[src/rtl/wb_write_arbiter_if.sv]
// Bus bundle between the WB stage / MD unit and the register-file write arbiter.
// Optional pending-hit query ports appear when WBA_PENDING_CHECK_EN is defined.
interface wb_write_arbiter_if;
    logic        WB_RegWrite_In;
    logic [4:0]  WB_WriteReg_In;
    logic [31:0] WB_Data_In;
    logic        MD_Valid_In;
    logic [4:0]  MD_WriteReg_In;
    logic [31:0] MD_Data_In;
    logic        MD_Ready_Out;
    logic        RF_WriteEn_Out;
    logic [4:0]  RF_WriteReg_Out;
    logic [31:0] RF_WriteData_Out;
    logic        Stall_Out;
`ifdef WBA_PENDING_CHECK_EN
    logic [4:0]  Query_Reg_In;
    logic        Pending_Hit_Out;
`endif

    modport slave (
        input  WB_RegWrite_In, WB_WriteReg_In, WB_Data_In,
        input  MD_Valid_In, MD_WriteReg_In, MD_Data_In,
`ifdef WBA_PENDING_CHECK_EN
        input  Query_Reg_In,
        output Pending_Hit_Out,
`endif
        output MD_Ready_Out, RF_WriteEn_Out, RF_WriteReg_Out, RF_WriteData_Out, Stall_Out
    );

    modport master (
        output WB_RegWrite_In, WB_WriteReg_In, WB_Data_In,
        output MD_Valid_In, MD_WriteReg_In, MD_Data_In,
`ifdef WBA_PENDING_CHECK_EN
        output Query_Reg_In,
        input  Pending_Hit_Out,
`endif
        input  MD_Ready_Out, RF_WriteEn_Out, RF_WriteReg_Out, RF_WriteData_Out, Stall_Out
    );
endinterface

[src/rtl/wb_write_arbiter.sv]
// Register-file write-port arbiter: WB wins, MD results queue and drain into idle slots,
// starvation guard forces a one-cycle stall. Optional macro: WBA_PENDING_CHECK_EN.
module wb_write_arbiter #(
    parameter int DEPTH        = 4,
    parameter int STARVE_LIMIT = 8
) (
    input  logic              Clk,
    input  logic              Reset,
    wb_write_arbiter_if.slave bus
);
    localparam int AW = $clog2(DEPTH);
    localparam int SW = $clog2(STARVE_LIMIT + 1);
    localparam logic [AW:0]   FULL_CNT   = (AW+1)'(DEPTH);
    localparam logic [AW:0]   ZERO_CNT   = (AW+1)'(1'b0);
    localparam logic [AW:0]   CNT_ONE    = (AW+1)'(1'b1);
    localparam logic [AW-1:0] PTR_ONE    = AW'(1'b1);
    localparam logic [SW-1:0] STARVE_MAX = SW'(STARVE_LIMIT);
    localparam logic [SW-1:0] STARVE_ONE = SW'(1'b1);
    localparam logic [SW-1:0] STARVE_CLR = SW'(1'b0);

    typedef enum logic [1:0] {
        ST_IDLE  = 2'd0,
        ST_WAIT  = 2'd1,
        ST_FORCE = 2'd2
    } state_t;

    state_t        state_q, state_d;
    logic [AW-1:0] rd_ptr_q, rd_ptr_d, wr_ptr_q, wr_ptr_d;
    logic [AW:0]   count_q, count_d;
    logic [SW-1:0] starve_q, starve_d;
    logic [4:0]    mem_reg_q  [DEPTH];
    logic [31:0]   mem_data_q [DEPTH];
    logic          rf_en_q, rf_en_d;
    logic [4:0]    rf_reg_q, rf_reg_d;
    logic [31:0]   rf_data_q, rf_data_d;
    logic          ready_s, stall_s, nonempty_s, wb_live_s, push_s, pop_s;

    assign ready_s    = (count_q != FULL_CNT);
    assign stall_s    = (state_q == ST_FORCE);
    assign nonempty_s = (count_q != ZERO_CNT);
    assign wb_live_s  = bus.WB_RegWrite_In && (bus.WB_WriteReg_In != 5'd0) && !stall_s;
    assign push_s     = bus.MD_Valid_In && ready_s;
    // During FORCE wb_live_s is already low, so the head is always popped.
    assign pop_s      = nonempty_s && !wb_live_s;

    assign bus.MD_Ready_Out     = ready_s;
    assign bus.Stall_Out        = stall_s;
    assign bus.RF_WriteEn_Out   = rf_en_q;
    assign bus.RF_WriteReg_Out  = rf_reg_q;
    assign bus.RF_WriteData_Out = rf_data_q;

    // Grant selection, FIFO bookkeeping and starvation state machine.
    always_comb begin
        state_d   = state_q;
        starve_d  = starve_q;
        count_d   = count_q;
        rd_ptr_d  = rd_ptr_q;
        wr_ptr_d  = wr_ptr_q;
        rf_en_d   = 1'b0;
        rf_reg_d  = rf_reg_q;
        rf_data_d = rf_data_q;

        if (wb_live_s) begin
            rf_en_d   = 1'b1;
            rf_reg_d  = bus.WB_WriteReg_In;
            rf_data_d = bus.WB_Data_In;
        end else if (pop_s) begin
            rf_en_d   = (mem_reg_q[rd_ptr_q] != 5'd0);
            rf_reg_d  = mem_reg_q[rd_ptr_q];
            rf_data_d = mem_data_q[rd_ptr_q];
        end else begin
            rf_en_d   = 1'b0;
        end

        if (push_s) begin
            wr_ptr_d = wr_ptr_q + PTR_ONE;
        end else begin
            wr_ptr_d = wr_ptr_q;
        end
        if (pop_s) begin
            rd_ptr_d = rd_ptr_q + PTR_ONE;
        end else begin
            rd_ptr_d = rd_ptr_q;
        end
        if (push_s && !pop_s) begin
            count_d = count_q + CNT_ONE;
        end else if (pop_s && !push_s) begin
            count_d = count_q - CNT_ONE;
        end else begin
            count_d = count_q;
        end

        case (state_q)
            ST_IDLE: begin
                starve_d = STARVE_CLR;
                if (count_d != ZERO_CNT) begin
                    state_d = ST_WAIT;
                end else begin
                    state_d = ST_IDLE;
                end
            end
            ST_WAIT: begin
                if (pop_s) begin
                    starve_d = STARVE_CLR;
                end else begin
                    starve_d = starve_q + STARVE_ONE;
                end
                if (count_d == ZERO_CNT) begin
                    state_d  = ST_IDLE;
                    starve_d = STARVE_CLR;
                end else if (starve_d == STARVE_MAX) begin
                    state_d  = ST_FORCE;
                end else begin
                    state_d  = ST_WAIT;
                end
            end
            ST_FORCE: begin
                starve_d = STARVE_CLR;
                if (count_d != ZERO_CNT) begin
                    state_d = ST_WAIT;
                end else begin
                    state_d = ST_IDLE;
                end
            end
            default: begin
                state_d  = ST_IDLE;
                starve_d = STARVE_CLR;
            end
        endcase
    end

    // State, pointers, counters and registered write port.
    always_ff @(posedge Clk or posedge Reset) begin
        if (Reset) begin
            state_q   <= ST_IDLE;
            starve_q  <= STARVE_CLR;
            count_q   <= ZERO_CNT;
            rd_ptr_q  <= {AW{1'b0}};
            wr_ptr_q  <= {AW{1'b0}};
            rf_en_q   <= 1'b0;
            rf_reg_q  <= 5'd0;
            rf_data_q <= 32'd0;
        end else begin
            state_q   <= state_d;
            starve_q  <= starve_d;
            count_q   <= count_d;
            rd_ptr_q  <= rd_ptr_d;
            wr_ptr_q  <= wr_ptr_d;
            rf_en_q   <= rf_en_d;
            rf_reg_q  <= rf_reg_d;
            rf_data_q <= rf_data_d;
        end
    end

    // FIFO storage.
    always_ff @(posedge Clk or posedge Reset) begin
        if (Reset) begin
            for (int i = 0; i < DEPTH; i++) begin
                mem_reg_q[i]  <= 5'd0;
                mem_data_q[i] <= 32'd0;
            end
        end else if (push_s) begin
            mem_reg_q[wr_ptr_q]  <= bus.MD_WriteReg_In;
            mem_data_q[wr_ptr_q] <= bus.MD_Data_In;
        end else begin
            mem_reg_q[wr_ptr_q]  <= mem_reg_q[wr_ptr_q];
            mem_data_q[wr_ptr_q] <= mem_data_q[wr_ptr_q];
        end
    end

`ifdef WBA_PENDING_CHECK_EN
    logic pending_s;

    // Entry i is valid when its distance from the read pointer is below the count.
    always_comb begin
        pending_s = push_s && (bus.MD_WriteReg_In == bus.Query_Reg_In);
        for (int i = 0; i < DEPTH; i++) begin
            if (({1'b0, AW'(i) - rd_ptr_q} < count_q) && (mem_reg_q[i] == bus.Query_Reg_In)) begin
                pending_s = 1'b1;
            end else begin
                pending_s = pending_s;
            end
        end
        if (bus.Query_Reg_In == 5'd0) begin
            pending_s = 1'b0;
        end else begin
            pending_s = pending_s;
        end
    end

    assign bus.Pending_Hit_Out = pending_s;
`endif
endmodule

[src/flat_wrapper.sv]
// flat-port wrapper written by rule: the top's interface ports become plain ports
module wb_write_arbiter_flat 
#(
    parameter int DEPTH        = 4,
    parameter int STARVE_LIMIT = 8
)
  (Clk, Reset, bus_WB_RegWrite_In, bus_WB_WriteReg_In, bus_WB_Data_In, bus_MD_Valid_In, bus_MD_WriteReg_In, bus_MD_Data_In, bus_MD_Ready_Out, bus_RF_WriteEn_Out, bus_RF_WriteReg_Out, bus_RF_WriteData_Out, bus_Stall_Out);
  wb_write_arbiter_if bus_i ();
  input  logic Clk;
  input  logic Reset;
  input wire logic [$bits(bus_i.WB_RegWrite_In)-1:0] bus_WB_RegWrite_In;
  input wire logic [$bits(bus_i.WB_WriteReg_In)-1:0] bus_WB_WriteReg_In;
  input wire logic [$bits(bus_i.WB_Data_In)-1:0] bus_WB_Data_In;
  input wire logic [$bits(bus_i.MD_Valid_In)-1:0] bus_MD_Valid_In;
  input wire logic [$bits(bus_i.MD_WriteReg_In)-1:0] bus_MD_WriteReg_In;
  input wire logic [$bits(bus_i.MD_Data_In)-1:0] bus_MD_Data_In;
  output wire logic [$bits(bus_i.MD_Ready_Out)-1:0] bus_MD_Ready_Out;
  output wire logic [$bits(bus_i.RF_WriteEn_Out)-1:0] bus_RF_WriteEn_Out;
  output wire logic [$bits(bus_i.RF_WriteReg_Out)-1:0] bus_RF_WriteReg_Out;
  output wire logic [$bits(bus_i.RF_WriteData_Out)-1:0] bus_RF_WriteData_Out;
  output wire logic [$bits(bus_i.Stall_Out)-1:0] bus_Stall_Out;
  assign bus_i.WB_RegWrite_In = bus_WB_RegWrite_In;
  assign bus_i.WB_WriteReg_In = bus_WB_WriteReg_In;
  assign bus_i.WB_Data_In = bus_WB_Data_In;
  assign bus_i.MD_Valid_In = bus_MD_Valid_In;
  assign bus_i.MD_WriteReg_In = bus_MD_WriteReg_In;
  assign bus_i.MD_Data_In = bus_MD_Data_In;
  assign bus_MD_Ready_Out = bus_i.MD_Ready_Out;
  assign bus_RF_WriteEn_Out = bus_i.RF_WriteEn_Out;
  assign bus_RF_WriteReg_Out = bus_i.RF_WriteReg_Out;
  assign bus_RF_WriteData_Out = bus_i.RF_WriteData_Out;
  assign bus_Stall_Out = bus_i.Stall_Out;
  wb_write_arbiter #(.DEPTH(DEPTH), .STARVE_LIMIT(STARVE_LIMIT)) u_core (.Clk(Clk), .Reset(Reset), .bus(bus_i));
endmodule
[config.mk]
export PLATFORM = sky130hd
export DESIGN_NAME = wb_write_arbiter_flat
export DESIGN_NICKNAME = d
export VERILOG_FILES = /design/src/rtl/wb_write_arbiter_if.sv /design/src/rtl/wb_write_arbiter.sv /design/src/flat_wrapper.sv
export SDC_FILE = /design/constraint.sdc
export NUM_CORES = 1
export LEC_CHECK = 0
export BUFFER_PORTS_ARGS = -buffer_cell sky130_fd_sc_hd__clkbuf_2
export CAP_MARGIN = 40
export CORE_ASPECT_RATIO = 0.6
export CORE_MARGIN = 2
export CORE_UTILIZATION = 59
export DETAILED_ROUTE_END_ITERATION = 16
export GPL_ROUTABILITY_DRIVEN = 0
export GPL_TIMING_DRIVEN = 0
export PLACE_DENSITY = 0.81
export SYNTH_ARGS = -nofsm -noshare
export SYNTH_HDL_FRONTEND = slang
export SYNTH_SLANG_ARGS = --single-unit
[constraint.sdc]
create_clock -name Clk -period 11 [get_ports Clk]
set_input_delay 0 -clock Clk [delete_from_list [all_inputs] [get_ports Clk]]
set_output_delay 0 -clock Clk [all_outputs]
set_load 0.01 [all_outputs]
After elaboration in Yosys (flattened, before gate mapping)
Cells that the tools add are included.

cells by class
  reductions and logical operators = 19
  magnitude comparators = 3
  bitwise operators = 2
  equality and inequality tests = 4
  muxes and demuxes = 38
  add/sub/neg operators = 5

operators with widths
  kind                                                           count
  128-bit bitwise mux                                            2
  32-bit two-way mux                                             7
  32-bit binary-select mux with 2-bit select                     2
  128-bit two-way mux                                            1
  32-bit demux with 2-bit select                                 1
  20-bit bitwise mux                                             2
  5-bit two-way mux                                              7
  5-bit binary-select mux with 2-bit select                      2
  20-bit two-way mux                                             1
  4-bit two-way mux                                              4
  5-bit demux with 2-bit select                                  1
  5-bit nonzero test                                             2
  1-bit logical AND                                              7
  3-bit >= comparator, second input constant                     2
  3-bit two-way mux                                              2
  2-bit inverter with 3-bit output                               2
  3-bit nonzero test                                             2
  2-bit by 1-bit adder with 2-bit output, second input constant  2
  4-bit by 1-bit adder with 4-bit output, second input constant  1
  4-bit equality test, second input constant                     1
  1-bit logical NOT                                              4
  2-bit two-way mux                                              2
  2-bit one-hot mux with 2 select lines                          1
  3-bit by 1-bit adder with 3-bit output, second input constant  1
  other kinds (10)                                               12

storage, ports and cells
  flip-flop bits (word level) = 199
  input bits = 78
  word-level logic and storage cells = 87
  output and inout port bits = 40

Logic depth before layout (Yosys ltp)
  depth in word-level cells = 11
  gate-level depth with buffers = 8

Worst setup path before layout
OpenSTA, ideal clock, no wires.

  path type = register to register
  start = reg u_core.count_q[0]
  end = reg u_core.mem_data_q[56] (netlist bit)
  cell stages (with the launch flop) = 8
  library setup time = 0.137 ns
  arrival = 1.942 ns
  setup slack = 8.921 ns
  path through = dfrtp_1 inv_1 ha_1 a21boi_0 clkbuf_1 buf_1 mux2i_1 a21oi_1

on the way
  word-level cells in the longest chain between the ends = 3

ends and longest elaborated chain
  item                             line                     text
  from (decl)                      wb_write_arbiter.sv:29   logic [AW:0] count_q, count_d;
  from (signal assigned)           wb_write_arbiter.sv:146  count_q <= count_d;
  3-bit inequality test            wb_write_arbiter.sv:38   assign ready_s = (count_q != FULL_CNT);
  1-bit logical AND                wb_write_arbiter.sv:42   assign push_s = bus.MD_Valid_In && ready_s;
  128-bit two-way mux              wb_write_arbiter.sv:162  end else if (push_s) begin
  to (signal, indexed assignment)  wb_write_arbiter.sv:164  mem_data_q[wr_ptr_q] <= bus.MD_Data_In;
  to (signal, indexed assignment)  wb_write_arbiter.sv:167  mem_data_q[wr_ptr_q] <= mem_data_q[wr_ptr_q];
  to (decl)                        wb_write_arbiter.sv:32   logic [31:0] mem_data_q [DEPTH];

Every way passes these cells.
A chain may end at the register's enable or synchronous reset.

Worst setup path after layout
  start = reg u_core.wr_ptr_q[1]
  end = reg u_core.mem_data_q[96] (netlist bit)

on the way
  word-level cells in the longest chain between the ends = 7
  elaborated cells between the ends (all ways) = 12
  those cells by class = order compare (2); mux (8); bitwise (1); reduce/logical (1)

ends and longest elaborated chain
  item                                                                                                                       line                                              text
  from (decl)                                                                                                                wb_write_arbiter.sv:28                            logic [AW-1:0] rd_ptr_q, rd_ptr_d, wr_ptr_q, wr_ptr_d;
  from (signal assigned)                                                                                                     wb_write_arbiter.sv:139                           wr_ptr_q <= {AW{1'b0}};
  from (signal assigned)                                                                                                     wb_write_arbiter.sv:148                           wr_ptr_q <= wr_ptr_d;
  2-bit inverter with 3-bit output (not written as such) *                                                                   wb_write_arbiter.sv:164, wb_write_arbiter.sv:167
  3-bit >= comparator (not written as such) / 3-bit by 1-bit less-than comparator with 1-bit output (equally long branches)  wb_write_arbiter.sv:164, wb_write_arbiter.sv:167
  1-bit logical AND (not written as such)                                                                                    wb_write_arbiter.sv:164, wb_write_arbiter.sv:167
  32-bit two-way mux (not written as such)                                                                                   wb_write_arbiter.sv:164, wb_write_arbiter.sv:167
  32-bit demux with 2-bit select                                                                                             wb_write_arbiter.sv:164, wb_write_arbiter.sv:167
  128-bit bitwise mux, on equally long branches                                                                              wb_write_arbiter.sv:167, wb_write_arbiter.sv:164
  128-bit two-way mux *                                                                                                      wb_write_arbiter.sv:162

Mark *: on every way between the ends. The rest lies on a longest branch, timed or not. The select of a mux whose other input is x is not followed.

==> impl_metrics.ini <==
[synth]
synthCells = 898
synth-edff-count = 0
synth.distinct_cells = 34
synth_common_cells = 199 x dfrtp_1, 183 x nor2_1, 156 x a21oi_1
synth_flop_cell = dfrtp_1
synth_top_area_frac = 0.508
synth_area_leaders = dfrtp_1 51%, mux4_2 17%, a21oi_1 8.0%
syn_nets = 984
syn-mean-instance-area_sq_um = 10.9
yosysMostFrequentCell = dfrtp_1
ys_async_sr_fraction = 1.00
ys_ff_latch = 199
synth.cell_area_sq_um = 9800
ys_seq_area_frac = 0.508
synth_top_area_cell = dfrtp_1
synth_warnings = 0

[grt]
antenna_found_initial = 0
busiest_layer = met1
grt.total_usage = 0.343
grtUsageMet1 = 0.502
grt_use_met2 = 0.501
grt_start_max_net_pins = 121
grt_overflow = 0
grt_pass1_wl_mm = 46.1
grt_pass1_vias = 8640
grtUsageMet3 = 0.0913

[die]
fp.dieH_microns = 104
dieArea_sq_um = 17700
fp-row-count = 36
initial_core_util = 0.603
core-area_sq_um = 16300
die_w_microns = 170
ios = 118

[hold_path]
min_path_cells = 3
holdPathEnd = u_core.mem_data_q[22]
worstHoldPathType = in2reg
hp-start = bus_MD_Data_In[22]

[clock_tree]
cts_made_buffers = 17
h-tree-depth = 4
root_buffer = clkbuf_16
insertion_delay_ns = 0.45
cts_sinks = 199
cts_resized = 0
tritoncts = yes
cts-root-to-sink-buffers = 2
postCtsSetupRepairBufs = 0
clkTransAtPathRegs_ns = 0.08
ctsHoldBuffers = 69

[worst_setup_path]
path_class = reg2reg
rrSetupSlack_ns = 7.87
worstRegToRegCells = 8
cp.required_ns = 11.30
startpoint_type = flop
crit_chain = clkbuf_1 -> clkbuf_1 -> inv_1 -> ha_1 -> clkbuf_1 -> clkbuf_1 -> nor2_1 -> a21oi_1
timing.rr.start = u_core.wr_ptr_q[1]
critPathMaxFanout = 10
worst_path_max_delay_cell = clkbuf_1
crit_arrival_ns = 3.43
slowest_delay_ns = 0.60
endpoint_kind = flop
crit_path_frequent_cell = clkbuf_1
timing.rr.end = u_core.mem_data_q[96]

[sta]
hold_viol = 0
slew-limit-headroom = 0.403
final_max_slew_viol_count = 0
hold_ws_ns = 0.0185
fin_crit_ns = 3.13
finalCritPeriodShare = 0.284
finClkSkew_ns = 0.0208
final-setup-viol-count = 0
setup_slack_ns = 7.87
fin_tns_setup_ns = 0
worstMarginPinSlew_ns = 0.896
clock.fmax_ghz = 0.320
rsz0062_at_grt = false

[final_layout]
fill_cells = 1089
finalNetCount = 1190
syn_to_final_growth_pct = 22.1
multi_input_area_sq_um = 4510
n_antenna_cell = 0
seq_area_sq_um = 4980
final_cell_count_no_fill = 1345
final_layout_size_suffix_gt1_frac = 0.218

[job]
cap_violations = 0

[routing]
drc = 0
vias = 8378
drt_iter0_drc = 1069
detail_route.vias_per_cell = 6.23
totalWireLength_mm = 28.7
antenna_left = 0
wl_per_cell_microns = 21.3
drtPass1Iterations = 7

[pwr]
peakVddDrop_v = 0.000161
power.leakage_uw = 0.00507
p_per_area_nw_per_um2 = 308
total_power_uw = 3690

[outcome]
status = finished clean

[placement]
placed_cells = 1244
hpwlAfterDp_mm = 18.5
portBuffers = 117
dp_slack_ns = 7.98
==> worst max-delay path: cells and delay by family (launching register included) <==
| kind | cells | cell delay (ns) |
|---|---|---|
| flip-flops | 1 | 0.44 |
| AO/OA/AOI/OAI | 1 | 0.06 |
| adder cells (fa/ha/maj) | 1 | 0.26 |
| AND/OR/NAND/NOR | 1 | 0.22 |
| buffers and inverters | 5 | 2.01 |
==> registers in the layout, indices dropped and copies added, names as in the netlist <==
name and cells:
u_core.mem_reg_q 20, u_core.mem_data_q 128, u_core.count_q 3, u_core.bus.RF_WriteEn_Out 1
u_core.rd_ptr_q 2, u_core.state_q 2, u_core.bus.RF_WriteReg_Out 5, u_core.bus.RF_WriteData_Out 32
u_core.wr_ptr_q 2, u_core.starve_q 4
==> cell type report <==
cell class                 count  share of cell area
buffer                        72              0.0239
clock buffer                  18              0.0367
clock inverter                14              0.0112
inverter                       7             0.00282
multi-input combinational    620               0.377
sequential                   199               0.416
tap                          228              0.0238
timing repair buffer         187               0.109
==> cell families after synthesis <==
| group | after synthesis | share of synthesized area |
|---|---|---|
| multiplexers | 114 | 0.211 |
| buffers and inverters | 79 | 0.0319 |
| flip-flops | 199 | 0.508 |
| adder cells (fa/ha/maj) | 8 | 0.0102 |
| XOR/XNOR | 7 | 0.00626 |
| AO/OA/AOI/OAI | 209 | 0.118 |
| AND/OR/NAND/NOR | 282 | 0.115 |
==> layer usage <==
layer,up-vias,share of wire
met1,4149,0.41
met5,-,0
met4,0,0.021
li1,3620,-
met3,53,0.11
met2,556,0.46
==> how the worst max path moves through the flow <==
stage | from | to | slack, ns | cells past startpoint
floorplan | Reset | u_core.bus.RF_WriteData_Out[0] | 5.57 | 1
global placement | Reset | u_core.bus.RF_WriteData_Out[18] | 3.41 | 2
detailed placement | u_core.wr_ptr_q[1] | u_core.mem_data_q[111] | 7.98 | 8
CTS | u_core.wr_ptr_q[1] | u_core.mem_reg_q[14] | 7.92 | 8
global route | u_core.wr_ptr_q[1] | u_core.mem_data_q[110] | 7.68 | 8
finish | u_core.wr_ptr_q[1] | u_core.mem_data_q[96] | 7.87 | 8
==> placed cells by master, fill, tap and decap left out, types with 2 or more instances in the layout <==
master,synthesis,layout
dfrtp_1,199,199
nor2_1,183,183
a21oi_1,156,156
clkbuf_2,0,117
nand2_1,79,79
mux4_2,74,74
dlygate4sd3_1,0,69
clkbuf_1,54,54
mux2i_1,40,40
a31oi_1,36,36
clkbuf_16,0,17
buf_2,13,13
ha_1,8,8
xnor2_1,6,6
inv_1,7,6
o21ai_0,6,6
buf_1,5,5
nand3_1,5,5
inv_8,0,5
inv_6,0,4
nand2b_1,3,3
or3_4,2,2
nor2b_1,2,2
o31ai_1,2,2
nor4_1,2,2
or4b_2,2,2
nand3b_1,2,2
clkinvlp_4,0,2
clkinv_4,0,2
==> per-stage QoR <==
stage               instance area, sq um  utilization
floorplan                           9800            -
finish                             12000        0.736
global route                       12000        0.736
CTS                                12000        0.736
detailed placement                 10700        0.658
global placement                   10700        0.656
==> where the power goes <==
part	switching, uW	total [uW]	internal (uW)	leakage [uW]
Sequential	240	1290	1050	0.00212
Clock	308	615	307	0.000278
Combinational	1020	1780	767	0.00267
(Power assumes the default switching activity.)
